## config.mk

```make
export PLATFORM = sky130hd
export DESIGN_NAME = redmule_tcdm_arbiter
export DESIGN_NICKNAME = d
export VERILOG_FILES = /design/src/rtl/redmule_pkg.sv /design/src/rtl/redmule_tcdm_rsp_fifo.sv /design/src/rtl/redmule_tcdm_arbiter.sv
export SDC_FILE = /design/constraint.sdc
export NUM_CORES = 1
export LEC_CHECK = 0
export CORE_AREA = 2 2 180 182
export DETAILED_ROUTE_END_ITERATION = 16
export DIE_AREA = 0 0 182 184
export PLACE_DENSITY = 0.41
export SYNTH_ARGS = -nofsm -noshare
export SYNTH_HDL_FRONTEND = slang
export SYNTH_SLANG_ARGS = --single-unit
```

## constraint.sdc

```tcl
create_clock -name clk_i -period 7.9 [get_ports clk_i]
set_input_delay 2.37 -clock clk_i [delete_from_list [all_inputs] [get_ports clk_i]]
set_output_delay 2.37 -clock clk_i [all_outputs]
set_load 0.02 [all_outputs]
```

## src/rtl/redmule_pkg.sv

```systemverilog
// Shared defaults and types for the RedMulE TCDM arbiter slice.
package redmule_pkg;

  localparam int unsigned DATA_W          = 64;
  localparam int unsigned NUM_REQ         = 2;
  localparam int unsigned MAX_OUTSTANDING = 4;
  localparam int unsigned REQ_IDX_W       = (NUM_REQ > 1) ? $clog2(NUM_REQ) : 1;

  typedef logic [REQ_IDX_W-1:0] req_idx_t;

endpackage

```

## src/rtl/redmule_tcdm_rsp_fifo.sv

```systemverilog
// In-order FIFO of requester IDs for reads awaiting their TCDM response.
module redmule_tcdm_rsp_fifo #(
  parameter int unsigned Depth = 4,
  parameter int unsigned Width = 1
) (
  input  logic                     clk_i,
  input  logic                     rst_ni,
  input  logic                     push,
  input  logic                     pop,
  input  logic [Width-1:0]         wdata,
  output logic [Width-1:0]         rdata,
  output logic                     full,
  output logic                     empty,
  output logic [$clog2(Depth):0]   count
);

  localparam int unsigned PtrW = $clog2(Depth);

  logic [Depth-1:0][Width-1:0] mem;
  logic [PtrW-1:0]             wptr, rptr;
  logic [PtrW:0]               cnt;
  logic                        push_ok, pop_ok;

  assign full    = (cnt == (PtrW+1)'(Depth));
  assign empty   = (cnt == '0);
  assign count   = cnt;
  assign rdata   = mem[rptr];
  assign push_ok = push & ~full;
  assign pop_ok  = pop & ~empty;

  // Depth is a power of two, so pointers wrap naturally.
  always_ff @(posedge clk_i or negedge rst_ni) begin
    if (!rst_ni) begin
      wptr <= '0;
      rptr <= '0;
      cnt  <= '0;
    end else begin
      if (push_ok) wptr <= wptr + PtrW'(1);
      if (pop_ok)  rptr <= rptr + PtrW'(1);
      case ({push_ok, pop_ok})
        2'b10:   cnt <= cnt + (PtrW+1)'(1);
        2'b01:   cnt <= cnt - (PtrW+1)'(1);
        default: cnt <= cnt;
      endcase
    end
  end

  always_ff @(posedge clk_i) begin
    if (push_ok) mem[wptr] <= wdata;
  end

endmodule

```

## src/rtl/redmule_tcdm_arbiter.sv

```systemverilog
// Round-robin arbiter folding NumReq streamers onto one wide TCDM port,
// with grant locking and in-order routing of read responses.
module redmule_tcdm_arbiter
  import redmule_pkg::*;
#(
  parameter int unsigned NumReq         = NUM_REQ,
  parameter int unsigned DW             = DATA_W,
  parameter int unsigned MaxOutstanding = MAX_OUTSTANDING
) (
  input  logic                              clk_i,
  input  logic                              rst_ni,
  input  logic [NumReq-1:0]                 req_i,
  output logic [NumReq-1:0]                 gnt_o,
  input  logic [NumReq-1:0][31:0]           add_i,
  input  logic [NumReq-1:0]                 wen_i,
  input  logic [NumReq-1:0][DW/8-1:0]       be_i,
  input  logic [NumReq-1:0][DW-1:0]         data_i,
  output logic [NumReq-1:0]                 r_valid_o,
  output logic [DW-1:0]                     r_data_o,
  output logic                              tcdm_req_o,
  output logic [31:0]                       tcdm_add_o,
  output logic                              tcdm_wen_o,
  output logic [DW/8-1:0]                   tcdm_be_o,
  output logic [DW-1:0]                     tcdm_data_o,
  input  logic                              tcdm_gnt_i,
  input  logic                              tcdm_r_valid_i,
  input  logic [DW-1:0]                     tcdm_r_data_i,
  output logic [$clog2(MaxOutstanding):0]   outstanding_o,
  output logic                              err_o
);

  localparam int unsigned IdxW = (NumReq > 1) ? $clog2(NumReq) : 1;
  typedef logic [IdxW-1:0] idx_t;

  idx_t ptr_q, lock_idx_q, rr_idx, wr_idx, cand, win, ptr_nxt, head, j;
  logic lock_q, err_q;
  logic rr_vld, wr_vld, lock_hit, cand_vld, cand_blk, blocked, hs;
  logic push, pop, fifo_full, fifo_empty;
  logic [$clog2(MaxOutstanding):0] occ;

  // Walk from the far end back to ptr so the last hit is the first at/after ptr.
  always_comb begin
    rr_vld = 1'b0;
    rr_idx = ptr_q;
    wr_vld = 1'b0;
    wr_idx = ptr_q;
    j      = '0;
    for (int k = int'(NumReq) - 1; k >= 0; k--) begin
      j = idx_t'((int'(ptr_q) + k) % int'(NumReq));
      if (req_i[j]) begin
        rr_vld = 1'b1;
        rr_idx = j;
      end
      if (req_i[j] && !wen_i[j]) begin
        wr_vld = 1'b1;
        wr_idx = j;
      end
    end
  end

  // A lock is honoured only while its owner keeps requesting.
  assign lock_hit = lock_q & req_i[lock_idx_q];
  assign cand     = lock_hit ? lock_idx_q : rr_idx;
  assign cand_vld = lock_hit | rr_vld;
  assign cand_blk = cand_vld & wen_i[cand] & fifo_full;

  always_comb begin
    win     = cand;
    blocked = cand_blk;
    if (cand_blk && wr_vld) begin
      win     = wr_idx;
      blocked = 1'b0;
    end
  end

  assign tcdm_req_o  = cand_vld & ~blocked;
  assign tcdm_add_o  = add_i[win];
  assign tcdm_wen_o  = wen_i[win];
  assign tcdm_be_o   = be_i[win];
  assign tcdm_data_o = data_i[win];
  assign hs          = tcdm_req_o & tcdm_gnt_i;

  always_comb begin
    gnt_o      = '0;
    gnt_o[win] = hs;
  end

  assign push    = hs & wen_i[win];
  assign pop     = tcdm_r_valid_i & ~fifo_empty;
  assign ptr_nxt = (win == idx_t'(NumReq - 1)) ? '0 : win + idx_t'(1);

  always_comb begin
    r_valid_o       = '0;
    r_valid_o[head] = pop;
  end
  assign r_data_o = tcdm_r_data_i;

  always_ff @(posedge clk_i or negedge rst_ni) begin
    if (!rst_ni) begin
      ptr_q      <= '0;
      lock_q     <= 1'b0;
      lock_idx_q <= '0;
      err_q      <= 1'b0;
    end else begin
      if (hs) begin
        ptr_q  <= ptr_nxt;
        lock_q <= 1'b0;
      end else begin
        lock_q <= tcdm_req_o;
        if (tcdm_req_o) lock_idx_q <= win;
      end
      if (tcdm_r_valid_i && fifo_empty) err_q <= 1'b1;
    end
  end

  redmule_tcdm_rsp_fifo #(
    .Depth (MaxOutstanding),
    .Width (IdxW)
  ) i_rsp_fifo (
    .clk_i  (clk_i),
    .rst_ni (rst_ni),
    .push   (push),
    .pop    (pop),
    .wdata  (win),
    .rdata  (head),
    .full   (fifo_full),
    .empty  (fifo_empty),
    .count  (occ)
  );

  assign outstanding_o = occ;
  assign err_o         = err_q;

endmodule

```

Word level (Yosys, flattened, before mapping) --
Index checks and enable logic that the tools add are counted.
Operators by class: reductions and logical operators 12, mux-type cells 43, add/subtract/negate cells 6, bitwise operators 16, order comparisons 11, equal/unequal tests 3
Operator list (count):
- 2-to-1 mux 64 bit | 2
- 2-to-1 mux 32 bit | 2
- 2-to-1 mux 1 bit | 31
- 2-to-1 mux 8 bit | 2
- less-than comparator 1 x 2 -> 1 bit (second input constant) | 6
- bitwise AND 1 bit | 9
- logical AND 1 bit | 7
- less-than comparator 2 x 3 -> 1 bit (second input constant) | 2
- case mux 3 bit (2 select lines) | 1
- adder 2 x 1 -> 2 bit (second input constant) | 2
- bitwise AND 2 bit | 2
- bitwise mux 4 bit | 1
- inverter 1 bit | 4
- adder 3 x 1 -> 3 bit (second input constant) | 1
- == test 3 bit (second input constant) | 1
- logical NOT 3 bit | 1
- subtractor 3 x 1 -> 3 bit (second input constant) | 1
- adder 1 bit (second input constant) | 2
- binary-select mux 1 bit (select 2 bit) | 1
- demux 1 bit (select 1 bit) | 2
- demux 1 bit (select 2 bit) | 1
- == test 2 x 1 -> 1 bit (second input constant) | 1
- == test 2 bit (second input constant) | 1
- >= comparator 1 bit (second input constant) | 2
- other kinds (5) | 6
Storage, ports and cells: logic and storage cells 102, flip-flop bits (word level) 15, output and inout bits 178, bits of input ports 280

Longest topological paths before layout --
Gate-level depths: netlist (run 1).
depth in word-level cells 19, gate-level depth with buffers 10, gate-level depth less buffers 10

Cells and area by module --
A second synthesis (run 1) with hierarchy kept.
Unflattened totals: cell total of the unflattened synthesis 255, area, all modules 2707.6 sq um
By module, submodules not included:
- redmule_tcdm_arbiter | area each 2124.5 sq um, times used 1, cells an instance 213, seq. area each 100.1 sq um
- redmule_tcdm_rsp_fifo | area each 583.1 sq um, times used 1, cells an instance 42, seq. area each 295.3 sq um

Least setup slack after synthesis (run 1) --
OpenSTA, ideal clock, no wires.
path type input to output, start point in req_i[1], end point out tcdm_data_o[21], path slack 1819 ps, data required time 5530 ps, buffers on the path 2, data arrival time 3711 ps, stages on the path 6, cells stage by stage o21bai_1 -> o221ai_1 -> a22oi_4 -> buf_6 -> buf_6 -> mux2_1
On the way: word-level cells in the longest chain between the ends 13, elaborated cells between the ends (all ways) 27, classes of those cells 20 x mux; 4 x bitwise; 3 x reduce/logical
Ends and longest elaborated chain:
- start: declaration | RTL line redmule_tcdm_arbiter.sv:12 | input logic [NumReq-1:0] req_i,
- 2-to-1 mux 1 bit (not written as such) (2 in a row) | RTL line redmule_tcdm_arbiter.sv:50, redmule_tcdm_arbiter.sv:54
- 2-to-1 mux 1 bit (2 in a row) | RTL line redmule_tcdm_arbiter.sv:50 | if (req_i[j]) begin
- 2-to-1 mux 1 bit | RTL line redmule_tcdm_arbiter.sv:63 | assign cand = lock_hit ? lock_idx_q : rr_idx;
- 2-to-1 mux 1 bit (not written as such) (2 in a row) | RTL line redmule_tcdm_arbiter.sv:65 | assign cand_blk = cand_vld & wen_i[cand] & fifo_full;
- bitwise AND 1 bit (2 in a row) | RTL line redmule_tcdm_arbiter.sv:65
- logical AND 1 bit | RTL line redmule_tcdm_arbiter.sv:70 | if (cand_blk && wr_vld) begin
- 2-to-1 mux 1 bit (*) | RTL line redmule_tcdm_arbiter.sv:70
- 2-to-1 mux 64 bit (not written as such) (*) (2 in a row) | RTL line redmule_tcdm_arbiter.sv:80 | assign tcdm_data_o = data_i[win];
- end: declaration | RTL line redmule_tcdm_arbiter.sv:24 | output logic [DW-1:0] tcdm_data_o,
Mark *: on every way between the ends. The rest lies on a longest branch, timed or not. The select of a mux whose other input is x is not followed.

Worst setup path in the final report (run 1) --
start point in req_i[1], end point out tcdm_data_o[8]
The elaborated chain is that of the path after synthesis.

==> results_dict.tcl, run 1 <==
set metrics [dict create \
    hold_viol 0 \
    ys_seq_elements 15 \
    post-cts-setup-buffers 0 \
    cp_data_required_time_ns 5.53 \
    multi_input_area_um2 1610 \
    initial_core_util 0.0835 \
    grt_overflow_total 0 \
    via_count 2848 \
    cts_tree "yes" \
    die_w_um 182 \
    p_per_area_nw_per_um2 218 \
    rr_worst_depth 10 \
    endpoint_kind "output port" \
    seq_area_um2 395 \
    synth_top_area_frac 0.344 \
    grt_setup_unrepaired "false" \
    drtIter0Drc 48 \
    yosysTopAreaCell "mux2_2" \
    die_h_um 184 \
    cts_resized 0 \
    areaGrowthSynthToFinish_pct 127 \
    antenna_found_initial 0 \
    cts_buffers 3 \
    holdPathStages 1 \
    outcome "finished, final reports clean" \
    ys_warn_count 0 \
    htree_levels 1 \
    synth_edf_count 4 \
    wirelength_um 14800 \
    path_class "in -> out" \
    num_io_pins 458 \
    dp.cells 914 \
    synth_ff_type "dfrtp_1" \
    core_um2 31400 \
    clk_latency_ns 0.25 \
    worstPathArrival_ns 4.96 \
    dp_hpwl_um 13200 \
    path_clk_slew_ns 0.05 \
    hp-class "reg -> reg" \
    tightest_slew_ns 0.509 \
    n_fill_cell 3489 \
    diodes 0 \
    synthTopCellsByArea "mux2_2, buf_4, mux2_1, dfrtp_1, edfxtp_1" \
    layout.nets 803 \
    syn_area_um2 2620 \
    syn_area_per_cell_um2 10.3 \
    irDropWorstVdd_v 0.000145 \
    setup_viol_count_final 0 \
    grt_pass1_wl_um 20800 \
    cap_viol_max_count 0 \
    cts-hold-fix-buffers 0 \
    crit_path_max_fanout 79 \
    holdPathEnd "err_o" \
    p_leak_nw 2.13 \
    clock.fmax_ghz 0.136 \
    skew_ns 0.00230 \
    drive_above_1_share 0.178 \
    syn_inst 254 \
    synth_common_cells "mux2_2, buf_4, mux2_1, dfrtp_1, inv_1" \
    fin_area_um2 5970 \
    reg2reg_setup_slack_ns 5.10 \
    syn_nets 540 \
    hp-start "err_o" \
    dieArea_um2 33500 \
    viasPerCell 3.10 \
    cp-start-kind "input pin" \
    totalNegativeSetupSlack_ns 0 \
    synth_cell_types 35 \
    grt_max_degree 80 \
    cts_sinks 15 \
    cts-root-buf "clkbuf_16" \
    max_slew_margin 0.651 \
    clk_path_buf_depth 2 \
    portBuffers 329 \
    period_share 0.928 \
    async_reset_ff_frac 0.733 \
    instances_no_fill 918 \
    placed_area_um2 5880 \
    drc 0 \
    whs_ns 0.460 \
    grt_pass1_vias 3220 \
    grt_usage 0.0833 \
    wl_per_cell_um 16.1 \
    row_count 65 \
    yosysMostFrequentCell "mux2_2" \
    finalWeightedCongestion 0.702 \
    worstReg2RegStart "ptr_q" \
    r2r_end "i_rsp_fifo.count[2]" \
    dr.pass1.iters 4 \
    ys_seq_area_frac 0.151 \
    maxSlewViolCount 0 \
    period_needed_ns 7.33 \
    drtAntennaViolNets 0 \
]
==> sequential cells by signal (all words and copies together) (netlist names) <==
name and flops:
i_rsp_fifo.mem 4, i_rsp_fifo.count 3, i_rsp_fifo.rptr 2, i_rsp_fifo.wptr 2, err_o 1, lock_idx_q 1
lock_q 1, ptr_q 1
==> placed cells by master, fill, tap and decap left out <==
| cell | n |
|---|---|
| a21boi_0 | 1 |
| a21o_1 | 1 |
| a21oi_1 | 1 |
| a22oi_4 | 1 |
| and2_1 | 5 |
| buf_12 | 1 |
| buf_4 | 3 |
| clkbuf_16 | 3 |
| clkdlybuf4s50_1 | 329 |
| clkinvlp_4 | 1 |
| dfrtp_1 | 11 |
| edfxtp_1 | 4 |
| fa_1 | 1 |
| ha_1 | 5 |
| inv_1 | 9 |
| inv_2 | 1 |
| mux2_1 | 28 |
| mux2_2 | 80 |
| mux2i_1 | 2 |
| mux4_2 | 1 |
| nand2_1 | 2 |
| nand2b_1 | 1 |
| nand3_1 | 1 |
| nand4bb_1 | 1 |
| nor2_1 | 4 |
| nor2b_1 | 1 |
| nor3_1 | 1 |
| nor3b_1 | 2 |
| nor3b_2 | 1 |
| nor4bb_1 | 2 |
| o21ai_0 | 1 |
| o21ai_1 | 1 |
| o21bai_1 | 1 |
| o221ai_1 | 1 |
| o22a_1 | 1 |
| o22ai_1 | 1 |
| xnor2_1 | 4 |
| xor2_1 | 2 |
==> metrics by stage <==
step           setup WS, ns  power [mW]  utilization
6_report              0.569        1.30        0.190
5_1_grt               0.442        1.38        0.190
4_1_cts               0.494        1.33        0.190
3_5_place_dp          0.495        1.22        0.187
3_3_place_gp          0.479        1.23        0.187
2_1_floorplan          1.82       0.765            -
==> where the power goes <==
group | switching (mW) | internal, mW
Clock | 0.0320 | 0.0682
Combinational | 0.480 | 0.559
Sequential | 0.0495 | 0.112
Total | 0.561 | 0.739
==> area by class of cell <==
class,count,share of cell area
multi-input combinational,154,0.270
sequential,15,0.0663
tap,402,0.0843
inverter,10,0.00629
clock buffer,3,0.0126
clock inverter,1,0.00126
timing repair buffer,333,0.559
==> kinds of logic (layout without fill, tap and decap cells) <==
kind of cell / count (synthesis) / count (layout) / synth area share
buf+inv: 85 / 347 / 0.235
simple gates: 21 / 21 / 0.0515
compound gates: 10 / 10 / 0.0315
xor+xnor: 6 / 6 / 0.0200
mux: 111 / 111 / 0.480
fa+ha+maj: 6 / 6 / 0.0315
flops: 15 / 15 / 0.151
==> how the worst max path moves through the flow <==
stage / from / end / slack [ns]
global placement: req_i[1] / tcdm_data_o[8] / 0.48
global route: req_i[1] / tcdm_data_o[8] / 0.44
detailed placement: req_i[1] / tcdm_data_o[8] / 0.49
floorplan: req_i[1] / tcdm_data_o[21] / 1.82
finish: req_i[1] / tcdm_data_o[8] / 0.57
CTS: req_i[1] / tcdm_data_o[8] / 0.49
==> metal layers <==
metal,routed length [um],track usage
met3,1830,0.0422
met5,0,0
met1,5770,0.0923
met4,15,0.00387
met2,7170,0.149
==> worst max-delay path, stage by stage <==
cell	delay (ns)
clkdlybuf4s50_1	0.50
o21bai_1	0.20
o221ai_1	0.19
a22oi_4	0.29
buf_12	0.35
mux2_2	0.39
clkdlybuf4s50_1	0.64
No activity file was read; power rests on OpenSTA's default activity.
==> run 2: changes to the inputs <==
SETUP_SLACK_MARGIN = 0.1   (was not set)
==> results of run 2 <==
Same layout as run 1: the final DEF is identical, and so are final timing and power.
==> run 3: changes to the inputs <==
GPL_TIMING_DRIVEN = 1   (was not set)
==> results of run 3 <==
Same layout as run 1: the final DEF is identical, and so are final timing and power.
==> patch 1, RTL diff (flow settings as in run 3) <==
The package constant `DATA_W` goes from 64 to 72.
--- a/src/rtl/redmule_pkg.sv
+++ b/src/rtl/redmule_pkg.sv
@@ -2,5 +2,5 @@
 package redmule_pkg;
 
-  localparam int unsigned DATA_W          = 64;
+  localparam int unsigned DATA_W          = 72;
   localparam int unsigned NUM_REQ         = 2;
   localparam int unsigned MAX_OUTSTANDING = 4;
Ports: changed (6 resized); port bits go from 458 to 501. The function was not compared with the original's and may differ.
==> patch 1 against run 3 <==
Routed wire length shrank 3.0%. Power grew 2.3%. Sequential cell count is the same. Clock power shrank 4%. Final area grew 6.1%. Sequential power shrank 8%. Sequential share of layout area shrank 0.38 points. First-iteration DRC count shrank 38%. Worst setup slack gained 0.050 ns. Clock skew is essentially flat. Critical path depth is the same. Synthesized area grew 6.6%. Critical endpoint is now tcdm_data_o[16].
==> patch 1: results (changes against run 3) <==
- Syn_nets: 584 (+8.1%)
- Share of cells above drive strength 1: 16.0% (-1.8 points)
- Vias in the first global route: 3,407 (+5.8%)
- P_int: 776 uW (+5.1%)
- HP Class: reg -> reg
- DP Worst Slack: 0.595 ns (+0.100 ns)
- Nets@finish: 863 (+7.5%)
- Via density: 3.28 (+5.9%)
- Area contributors post-synth: mux2_2 32%, buf_4 21%, mux2_1 15%
- Status: completed
- Synth top area share: 31.8% (-2.5 points)
- Largest net degree at the start of global routing: 61 (-24%)
- First-pass GRT wire length: 20,200 um (-2.8%)
- Placed instance area: 0.00625 mm^2 (+6.3%)
- GPL Wtd Cong: 0.712 (+1.4%)
- Worst Clk Skew: 0.00187 ns (-0.000429 ns)
- DRT iter0 DRCs: 30 (-38%)
- R2R Path Start: lock_q
- Peak supply drop: 124 uV (-14%)
- IO Port Bufs: 356 (+8.2%)
- Leakage power: 2.27 nW (+6.5%)
- Final setup fails: 0 (unchanged)
- Detailed Route WL: 14,300 um (-3.0%)
- Crit Path Max Fanout: 60 (-24%)
- CP max stage delay: 0.58 ns (-0.06 ns)
- Via Count: 3,127 (+9.8%)
- Total GRT Usage: 7.90% (-0.42 points)
- Relative slew margins: 63.8% (-1.2 points)
- DP HPWL: 12,700 um (-3.9%)
- Most instantiated cells after synthesis: 79 x buf_4, 79 x mux2_2, 38 x mux2_1, 11 x dfrtp_1, 9 x inv_1
- # placed instances: 948 (+3.7%)
- Final setup margin: 0.620 ns (+0.0505 ns)
- Arrival time worst endpoint: 4.91 ns (-0.05 ns)
-- patch 1: cell types whose count changed in the layout (fill, tap and decap cells not counted) --
cell / before / now
buf_12: 1 / 2
buf_4: 3 / 0
clkbuf_1: 0 / 1
clkdlybuf4s50_1: 329 / 356
clkinvlp_4: 1 / 0
mux2_1: 28 / 38
mux2_2: 80 / 79
-- patch 1: cells by family (layout without fill, tap and decap cells) --
group / count (synthesis) / after routing / synth area share, %
adder cells (fa/ha/maj): 6 / 6 / 2.95
XOR/XNOR: 6 / 6 / 1.88
AND/OR/NAND/NOR: 21 / 21 / 4.83
buffers and inverters: 94 / 372 / 24.6
multiplexers: 120 / 120 / 48.7
AO/OA/AOI/OAI: 10 / 10 / 2.95
flip-flops: 15 / 15 / 14.1
-- patch 1: power groups by stage --
stage	clock [mW]	sequential, mW	combinational [mW]
after floorplan	0	0.151	0.656
after global placement	0	0.152	1.11
after detailed placement	0	0.152	1.10
after CTS	0.0991	0.151	1.10
after global routing	0.102	0.156	1.16
final	0.0956	0.149	1.09
-- patch 1: how the worst max path moves through the flow --
stage,end,from
2_1_floorplan,tcdm_data_o[19],req_i[1]
3_3_place_gp,tcdm_data_o[9],req_i[0]
3_5_place_dp,tcdm_data_o[9],req_i[1]
4_1_cts,tcdm_data_o[9],req_i[1]
5_1_grt,tcdm_data_o[9],req_i[1]
6_report,tcdm_data_o[16],req_i[0]
-- patch 1: cell type report --
cell class,instances,area [um^2]
Multi-Input combinational cell,163,1710
Sequential cell,15,395
Fill cell,3394,25100
Inverter,10,37.5
Timing Repair Buffer,358,3600
Tap cell,402,503
Clock buffer,4,78.8
-- patch 1: routing by layer --
metal | wire, um | global-route usage, %
met5 | 0 | 0
met4 | 54 | 0.613
met3 | 1920 | 3.53
met2 | 6940 | 14.6
met1 | 5430 | 8.66
==> patch 2, RTL diff (config.mk and constraints of run 3) <==
Made on the original files. Put one more register stage on the output `err_o`, with the module's reset. The value now appears one clock later. The other outputs are not delayed to match.
--- a/src/rtl/redmule_tcdm_arbiter.sv
+++ b/src/rtl/redmule_tcdm_arbiter.sv
@@ -130,5 +130,11 @@
 
   assign outstanding_o = occ;
-  assign err_o         = err_q;
+  always_ff @(posedge clk_i or negedge rst_ni) begin
+    if (!rst_ni) begin
+      err_o <= '0;
+    end else begin
+      err_o <= err_q;
+    end
+  end
 
 endmodule
Check against the original RTL: not equivalent (Yosys sat finds a counterexample within 4 cycles, from zero or initial values and one cycle with rst_ni low).
==> patch 2 against run 3 <==
Utilization rose by 0.060 points. Worst hold slack got worse by 0.084 ns. Critical path depth did not move. Synthesized area up 0.95%. Worst setup slack got worse by 0.019 ns. Sequential share of layout area rose by 0.40 points. Sequential cell count up 1. Final area up 0.31%. Via count increased by 2.3%. Power is 1.8% lower. Routed wire length is 13% lower. Critical path type unchanged. Largest power group unchanged.
==> patch 2: results (changes against run 3) <==
- Status: completed
- Total GRT Usage: 7.27% (-1.1 points)
- TritonCTS buffer count: 3 (unchanged)
- Worst Max-Slew Pin Slew: 0.601 ns (+0.0920 ns)
- Fin crit share: 93.0% (+0.25 points)
- Worst R2R Setup Slack: 5.40 ns (+0.30 ns)
- Syn_nets: 541 (+0.19%)
- Clock latency on the worst-skew pair: about 0.24 ns
- Register area share after synthesis: 15.9% (+0.80 points)
- DRT iter0 DRCs: 94 (+96%)
- Initial antenna violation count: 0 (unchanged)
- Largest net degree at the start of global routing: 78 (-2.5%)
- H-tree Lvls: 1 (unchanged)
- Max clock buf depth: 2 (unchanged)
- DRT Pass-1 Iters: 4 (unchanged)
- DR WL/cell: 14.1 um (-13%)
- HP Class: reg -> reg
- Nets@finish: 802 (-0.12%)
- Crit Path Max Fanout: 77 (-2.5%)
- GPL Wtd Cong: 0.715 (+1.8%)
- Synth unique cells: 35 (unchanged)
- DP Worst Slack: 0.550 ns (+0.0551 ns)
- IO Port Bufs: 329 (unchanged)
- Placed instance area: 0.00591 mm^2 (+0.38%)
- Most instantiated cells after synthesis: 80 x mux2_2, 71 x buf_4, 28 x mux2_1, 12 x dfrtp_1, 9 x inv_1
- Post-cts repair resize count: 0 (unchanged)
- Largest register FFs: 4 (unchanged)
- Slowest-stage cell, CP: clkdlybuf4s50_1
- Worst hold slack: 0.376 ns (-0.0841 ns)
- Leakage power: 2.13 nW (+0.27%)
- Post-synth EDFFs: 4 (unchanged)
- Area contributors post-synth: mux2_2 34%, buf_4 20%, mux2_1 12%
- Worst Clk Skew: 0.00265 ns (+0.000352 ns)
- Arrival time worst endpoint: 4.98 ns (+0.02 ns)
- Share of cells above drive strength 1: 17.3% (-0.55 points)
- Main synth FF type: dfrtp_1
- Vias in the first global route: 3,167 (-1.6%)
- CP max stage delay: 0.55 ns (-0.09 ns)
- DP HPWL: 11,200 um (-15%)
- FFs w/ async S/R, synth: 75.0% (+1.7 points)
- Final Cell Area: 0.00598 mm^2 (+0.31%)
- First-pass GRT wire length: 18,600 um (-11%)
- Clock slew at reported path FFs: 0.05 ns (about the same)
- Fillers: 3,478 (-0.32%)
- Clock Tree Root: clkbuf_16
- Antenna Cells: 0 (unchanged)
- Via Count: 2,914 (+2.3%)
- Peak supply drop: 81.0 uV (-44%)
[patch 2: cell count changes after synthesis, sizes merged]
cell	before	now
dfrtp	11	12
[patch 2: layout make-up]
class                           count  area share (%)
Clock buffer                        3            1.25
Clock inverter                      1          0.0627
Inverter                           10           0.627
Multi-Input combinational cell    154            26.9
Sequential cell                    16            7.02
Tap cell                          402            8.40
Timing Repair Buffer              331            55.7
[patch 2: final timing paths]
path	start	cells after the start	end
max in group asynchronous	rst_ni	1	lock_q
min	err_q	0	err_o
min in group asynchronous	rst_ni	1	i_rsp_fifo.count[2]
max	req_i[0]	7	tcdm_be_o[6]
max reg2reg	lock_q	10	i_rsp_fifo.count[2]
min reg2reg	err_q	0	err_o
[patch 2: cell families (layout without fill, tap and decap cells)]
| group | count (synthesis) | in the layout | synth area share, % |
|---|---|---|---|
| AO/OA/AOI/OAI | 10 | 10 | 3.12 |
| XOR/XNOR | 6 | 6 | 1.98 |
| adder cells (fa/ha/maj) | 6 | 6 | 3.12 |
| buffers and inverters | 85 | 345 | 23.3 |
| flip-flops | 16 | 16 | 15.9 |
| multiplexers | 111 | 111 | 47.5 |
| AND/OR/NAND/NOR | 21 | 21 | 5.10 |
[patch 2: layer usage]
metal / up-vias / wire length, um / track usage, %
met2: 238 / 6300 / 13.4
li1: 1353 / - / -
met1: 1319 / 4990 / 7.99
met3: 4 / 1560 / 3.11
met4: 0 / 44 / 0.677
met5: - / 0 / 0
[patch 2: where the power goes]
part           internal, mW  switching [mW]
sequential            0.120          0.0378
combinational         0.560           0.461
clock                0.0671          0.0308
total                 0.747           0.529
[patch 2: metrics by stage]
| stage | total power [mW] | cells |
|---|---|---|
| 6_report | 1.28 | 917 |
| 3_5_place_dp | 1.19 | 913 |
| 4_1_cts | 1.30 | 917 |
| 5_1_grt | 1.36 | 917 |
| 2_1_floorplan | 0.773 | 255 |
| 3_3_place_gp | 1.20 | 913 |
